$ cat src/rtl/mem_ctrl_pkg.sv
// Shared encodings for the MEM-side byte sequencer: size codes, FSM states
// and the latched request record.
package mem_ctrl_pkg;

  localparam logic [1:0] MEM_SIZE_B = 2'b00;
  localparam logic [1:0] MEM_SIZE_H = 2'b01;
  localparam logic [1:0] MEM_SIZE_W = 2'b10;

  typedef enum logic [1:0] {
    MEMCTRL_IDLE   = 2'd0,
    MEMCTRL_ACCESS = 2'd1,
    MEMCTRL_TAIL   = 2'd2,
    MEMCTRL_DONE   = 2'd3
  } memctrl_state_e;

  typedef struct packed {
    logic        we;
    logic [1:0]  size;
    logic        sext;
    logic [31:0] wdata;
  } mem_req_t;

  // Size code 11 is treated as a word.
  function automatic logic [2:0] size_nbytes(input logic [1:0] size);
    case (size)
      MEM_SIZE_B: size_nbytes = 3'd1;
      MEM_SIZE_H: size_nbytes = 3'd2;
      default:    size_nbytes = 3'd4;
    endcase
  endfunction

endpackage

$ cat src/rtl/mem_load_ext.sv
// Sign/zero extension of an assembled little-endian load value.
module mem_load_ext
  import mem_ctrl_pkg::*;
(
  input  logic [31:0] raw,
  input  logic [1:0]  size,
  input  logic        sext,
  output logic [31:0] ext
);

  always_comb begin
    case (size)
      MEM_SIZE_B: ext = {{24{sext & raw[7]}}, raw[7:0]};
      MEM_SIZE_H: ext = {{16{sext & raw[15]}}, raw[15:0]};
      default:    ext = raw;
    endcase
  end

endmodule

$ cat src/rtl/mem_ctrl.sv
// Sequences one byte/half/word load or store into single-byte RAM accesses,
// little-endian, and hands MEM a request/done handshake.
module mem_ctrl
  import mem_ctrl_pkg::*;
#(
  parameter int RAM_ADDR_WIDTH = 17
) (
  input  logic                      clk,
  input  logic                      rst,
  input  logic                      req_i,
  input  logic                      we_i,
  input  logic [1:0]                size_i,
  input  logic                      sext_i,
  input  logic [31:0]               addr_i,
  input  logic [31:0]               wdata_i,
  output logic                      busy_o,
  output logic                      done_o,
  output logic [31:0]               rdata_o,
  output logic [RAM_ADDR_WIDTH-1:0] ram_a_o,
  output logic                      ram_wr_o,
  output logic [7:0]                ram_d_o,
  input  logic [7:0]                ram_d_i
);

  memctrl_state_e            state_q;
  mem_req_t                  req_q;
  logic [RAM_ADDR_WIDTH-1:0] addr_q;
  logic [2:0]                idx_q;
  logic [2:0]                nbytes_q;
  logic [31:0]               asm_q;
  logic [31:0]               asm_next;
  logic [31:0]               ext;
  logic                      cap_en;
  logic [1:0]                cap_sel;
  logic                      last_byte;

  logic unused_addr_hi;
  assign unused_addr_hi = ^addr_i[31:RAM_ADDR_WIDTH];

  assign busy_o    = (state_q != MEMCTRL_IDLE);
  assign last_byte = (idx_q == nbytes_q - 3'd1);

  // Read data lags its address by one edge, so ACCESS idx captures byte idx-1
  // and TAIL picks up the final byte.
  always_comb begin
    cap_en  = 1'b0;
    cap_sel = 2'd0;
    if (state_q == MEMCTRL_ACCESS && !req_q.we && idx_q != 3'd0) begin
      cap_en  = 1'b1;
      cap_sel = idx_q[1:0] - 2'd1;
    end else if (state_q == MEMCTRL_TAIL) begin
      cap_en  = 1'b1;
      cap_sel = nbytes_q[1:0] - 2'd1;
    end
    asm_next = asm_q;
    if (cap_en) asm_next[{cap_sel, 3'b000} +: 8] = ram_d_i;
  end

  mem_load_ext u_ext (
    .raw  (asm_next),
    .size (req_q.size),
    .sext (req_q.sext),
    .ext  (ext)
  );

  always_comb begin
    ram_a_o  = '0;
    ram_wr_o = 1'b0;
    ram_d_o  = '0;
    if (state_q == MEMCTRL_ACCESS) begin
      ram_a_o = addr_q + RAM_ADDR_WIDTH'(idx_q);
      if (req_q.we) begin
        ram_wr_o = 1'b1;
        ram_d_o  = req_q.wdata[{idx_q[1:0], 3'b000} +: 8];
      end
    end
  end

  always_ff @(posedge clk or negedge rst) begin
    if (!rst) begin
      state_q  <= MEMCTRL_IDLE;
      req_q    <= '0;
      addr_q   <= '0;
      idx_q    <= '0;
      nbytes_q <= '0;
      asm_q    <= '0;
      done_o   <= 1'b0;
      rdata_o  <= '0;
    end else begin
      case (state_q)
        MEMCTRL_IDLE: begin
          done_o <= 1'b0;
          if (req_i) begin
            req_q    <= '{we: we_i, size: size_i, sext: sext_i, wdata: wdata_i};
            addr_q   <= addr_i[RAM_ADDR_WIDTH-1:0];
            nbytes_q <= size_nbytes(size_i);
            idx_q    <= '0;
            asm_q    <= '0;
            state_q  <= MEMCTRL_ACCESS;
          end
        end
        MEMCTRL_ACCESS: begin
          asm_q <= asm_next;
          idx_q <= idx_q + 3'd1;
          if (last_byte) begin
            state_q <= req_q.we ? MEMCTRL_DONE : MEMCTRL_TAIL;
            done_o  <= req_q.we;
          end
        end
        MEMCTRL_TAIL: begin
          asm_q   <= asm_next;
          rdata_o <= ext;
          done_o  <= 1'b1;
          state_q <= MEMCTRL_DONE;
        end
        default: begin
          done_o  <= 1'b0;
          state_q <= MEMCTRL_IDLE;
        end
      endcase
    end
  end

endmodule

$ cat config.mk
export PLATFORM = sky130hd
export DESIGN_NAME = mem_ctrl
export DESIGN_NICKNAME = d
export VERILOG_FILES = /design/src/rtl/mem_ctrl_pkg.sv /design/src/rtl/mem_load_ext.sv /design/src/rtl/mem_ctrl.sv
export SDC_FILE = /design/constraint.sdc
export NUM_CORES = 1
export LEC_CHECK = 0
export ABC_AREA = 1
export BUFFER_PORTS_ARGS = -buffer_cell sky130_fd_sc_hd__buf_2
export CORE_ASPECT_RATIO = 0.7
export CORE_UTILIZATION = 53
export DETAILED_ROUTE_END_ITERATION = 8
export GPL_ROUTABILITY_DRIVEN = 1
export PLACE_DENSITY = 0.78
export SYNTH_ARGS = -nofsm -noshare
export SYNTH_HDL_FRONTEND = slang
export SYNTH_SLANG_ARGS = --single-unit
$ cat constraint.sdc
create_clock -name clk -period 3.8 [get_ports clk]
set_input_delay 0.19 -clock clk [delete_from_list [all_inputs] [get_ports clk]]
set_output_delay 0.19 -clock clk [all_outputs]
set_load 0.05 [all_outputs]
==> impl_metrics.env <==
export IMPL_synthCells=892
export IMPL_r2r_setup_slack_ns=0.58
export IMPL_leakage_nw=4.368
export IMPL_ys_ff_latch=126
export IMPL_multiInputGateArea_um2=3058
export IMPL_wirelength_um=17490
export IMPL_max_slew_margin=0.3327
export IMPL_grt_pass1_wl_um=29210
export IMPL_powerDensity_nw_per_um2=933.1
export IMPL_fp_dieH_um=95.78
export IMPL_met3WireLength_um=971
export IMPL_postLayoutCoreUtil=0.7059
export IMPL_cp_start_kind="flop"
export IMPL_p_sw_frac=0.5078
export IMPL_ios=139
export IMPL_numCtsBuffers=17
export IMPL_globalRouteOverflowTotal=0
export IMPL_dp_hpwl_um=10890
export IMPL_drive_gt1_frac=0.1955
export IMPL_synth_area_leaders="dfrtp_1 (47%), nand2_1 (18%), nor2_1 (6.0%), o21ai_0 (4.9%), inv_1 (3.5%)"
export IMPL_antenna_found_initial=0
export IMPL_num_rows=33
export IMPL_synth_edff_count=0
export IMPL_clockPowerShare=0.202
export IMPL_grt_usage=0.2926
export IMPL_htreeDepth=4
export IMPL_fill_cells=951
export IMPL_ant_nets=0
export IMPL_stdcell_count=1226
export IMPL_clock_path_buffers=2
export IMPL_io_buffers=123
export IMPL_nNetsFinal=1149
export IMPL_drc=0
export IMPL_clk_latency_ns=0.42
export IMPL_finalHoldViolCount=0
export IMPL_post_drt_wl_per_cell_um=14.26
export IMPL_syn_nets=985
export IMPL_slew_viol_final=0
export IMPL_yosys_warnings=0
export IMPL_postSynth_asyncResetShare=1.000
export IMPL_post_cts_buffers=0
export IMPL_ys_seq_area_frac=0.4735
export IMPL_seqPwrFrac=0.282
export IMPL_cp_max_fo=17
export IMPL_wl_met2_um=7843
export IMPL_critical_path_arrival_ns=3.57
export IMPL_avgViaCountPerCell=5.206
export IMPL_finalSetupViolCount=0
export IMPL_firstDrtPassIters=5
export IMPL_antenna_cells=0
export IMPL_clock_skew_ns=0.005800
export IMPL_synth_ff_type="dfrtp_1"
export IMPL_postSynthAreaPerCell_um2=7.465
export IMPL_worstMarginPinSlew_ns=0.9995
export IMPL_run_status="completed"
export IMPL_gp_congestion=0.8424
export IMPL_fin_crit_sh=0.8479
export IMPL_critPathCaptureType="flop"
export IMPL_rsz0062_at_grt="false"
export IMPL_p_switching_mw=4.005
export IMPL_internal_power_mw=3.882
export IMPL_synth_area_leader_cell="dfrtp_1"
export IMPL_routed_top_layer="met4"
export IMPL_first_iter_violations=489
export IMPL_die_area_um2=13020
export IMPL_start_util=0.5561
export IMPL_tns_ns=0
export IMPL_crit_required_ns=4.15
export IMPL_cts_root_buf="clkbuf_16"
export IMPL_period_minus_slack_ns=3.222
export IMPL_area_growth_pct=26.93
export IMPL_critPathKind="flop to flop"
export IMPL_vias=6383
export IMPL_yosys_top_cells_count="nand2_1 (320), dfrtp_1 (126), nor2_1 (106)"
export IMPL_drt_met1_wl_um=8229
export IMPL_yosys_area_top_type_share=0.4735
export IMPL_cts_reportedPaths_clkPinSlew_ns=0.06
export IMPL_core_area_um2=11970
export IMPL_cts_resized=0
export IMPL_cts_tree="built"
export IMPL_max_vdd_ir_drop_uv=504.0
export IMPL_yosys_cell_types_count=36
export IMPL_max_freq_mhz=310.4
export IMPL_synth_most_common_cell="nand2_1"
export IMPL_cts_num_sinks=126
export IMPL_hold_buffers=52
export IMPL_syn_area_um2=6659
export IMPL_maxCapViolCount=0
export IMPL_grt_pass1_vias=6132
export IMPL_regArea_um2=3153
export IMPL_hp_class="input pin to flop"
export IMPL_die_w_um=136.0
export IMPL_dp_cells=1142
export IMPL_pwr_share_comb=0.516
export IMPL_grt_max_degree=64
[power by group through the flow]
stage | registers, mW | clock network [mW] | logic [mW]
4_1_cts | 2.21 | 1.60 | 4.05
2_1_floorplan | 2.69 | 0 | 2.63
6_report | 2.22 | 1.59 | 4.07
5_1_grt | 2.30 | 1.66 | 4.53
3_5_place_dp | 2.23 | 0 | 3.95
3_3_place_gp | 2.22 | 0 | 3.88
[area by class of cell]
cell class / instances / area share
inverters: 67 / 0.03005
multi-input cells: 659 / 0.3618
repair buffers: 185 / 0.1436
well taps: 157 / 0.02324
clock buffers: 17 / 0.05033
clock inverters: 15 / 0.01791
flip-flops and latches: 126 / 0.3731
[state kept, by name (all words and copies together), names as in the netlist]
name	cells
done_o	1
nbytes_q	3
req_q	36
addr_q	17
state_q	2
idx_q	3
rdata_o	32
asm_q	32
[placed cells by master (no fill, tap or decap), types with 2 or more instances in the layout]
| master | Yosys | final |
|---|---|---|
| nor2_1 | 106 | 106 |
| clkinv_4 | 0 | 4 |
| nand2_4 | 6 | 6 |
| nor2_8 | 3 | 3 |
| nand4_1 | 2 | 2 |
| nand3_1 | 46 | 46 |
| clkinvlp_4 | 0 | 3 |
| inv_1 | 62 | 62 |
| o21a_1 | 2 | 2 |
| nor3_1 | 8 | 8 |
| o22ai_1 | 4 | 4 |
| inv_6 | 0 | 6 |
| clkbuf_16 | 0 | 17 |
| nand2_1 | 320 | 320 |
| ha_1 | 13 | 13 |
| a21oi_1 | 36 | 36 |
| buf_4 | 2 | 11 |
| o21ai_0 | 65 | 65 |
| nand2_2 | 5 | 5 |
| buf_2 | 4 | 122 |
| dlygate4sd3_1 | 0 | 52 |
| inv_2 | 3 | 3 |
| nand3_2 | 2 | 2 |
| dfrtp_1 | 126 | 126 |
| o21ai_1 | 8 | 8 |
| nor2_2 | 22 | 22 |
| xor2_1 | 3 | 3 |
[per-stage QoR]
stage,power [mW],setup WS (ns),hold WS [ns],instance area (µm²)
4_1_cts,7.867,0.6067,0.05765,8452
3_3_place_gp,6.095,0.7222,0.3189,7355
6_report,7.887,0.5781,0.06393,8452
5_1_grt,8.491,0.3492,0.08200,8452
2_1_floorplan,5.314,0.6803,-0.1056,6659
3_5_place_dp,6.177,0.6915,0.3264,7355
[per-layer routing]
metal,vias up,GRT usage
met3,41,0.04318
met1,2974,0.4142
met5,-,0
li1,3131,-
met4,0,0.1417
met2,237,0.4439
[worst paths after layout]
kind	start	endpoint	depth (start not counted)
max in group asynchronous	rst	req_q[15]	3
hold / removal	sext_i	req_q[32]	3
setup / recovery	idx_q[1]	rdata_o[31]	14
hold reg to reg	req_q[27]	req_q[27]	2
min in group asynchronous	rst	addr_q[11]	2
setup reg to reg	idx_q[1]	rdata_o[31]	14
[cells by family after synthesis]
kind of cell	Yosys count	share of synthesized area
simple gates	523	0.3346
fa+ha+maj	14	0.02743
buf+inv	107	0.06727
xor+xnor	4	0.005262
compound gates	117	0.09019
mux	1	0.001691
flops	126	0.4735
[worst max-delay path: stages, from the launching register on]
cell and delay, ns:
dfrtp_1 0.35, clkinv_1 0.30, ha_1 0.32, nand2_1 0.17, nand2_4 0.10, nand2_1 0.08, nand2_2 0.23, ha_1 0.49
buf_4 0.27, nand2_1 0.07, nand4_1 0.16, nand3_4 0.18, nand2_4 0.25, nor2_1 0.09, nor2_1 0.09
Power figures use the tool's default switching activity.
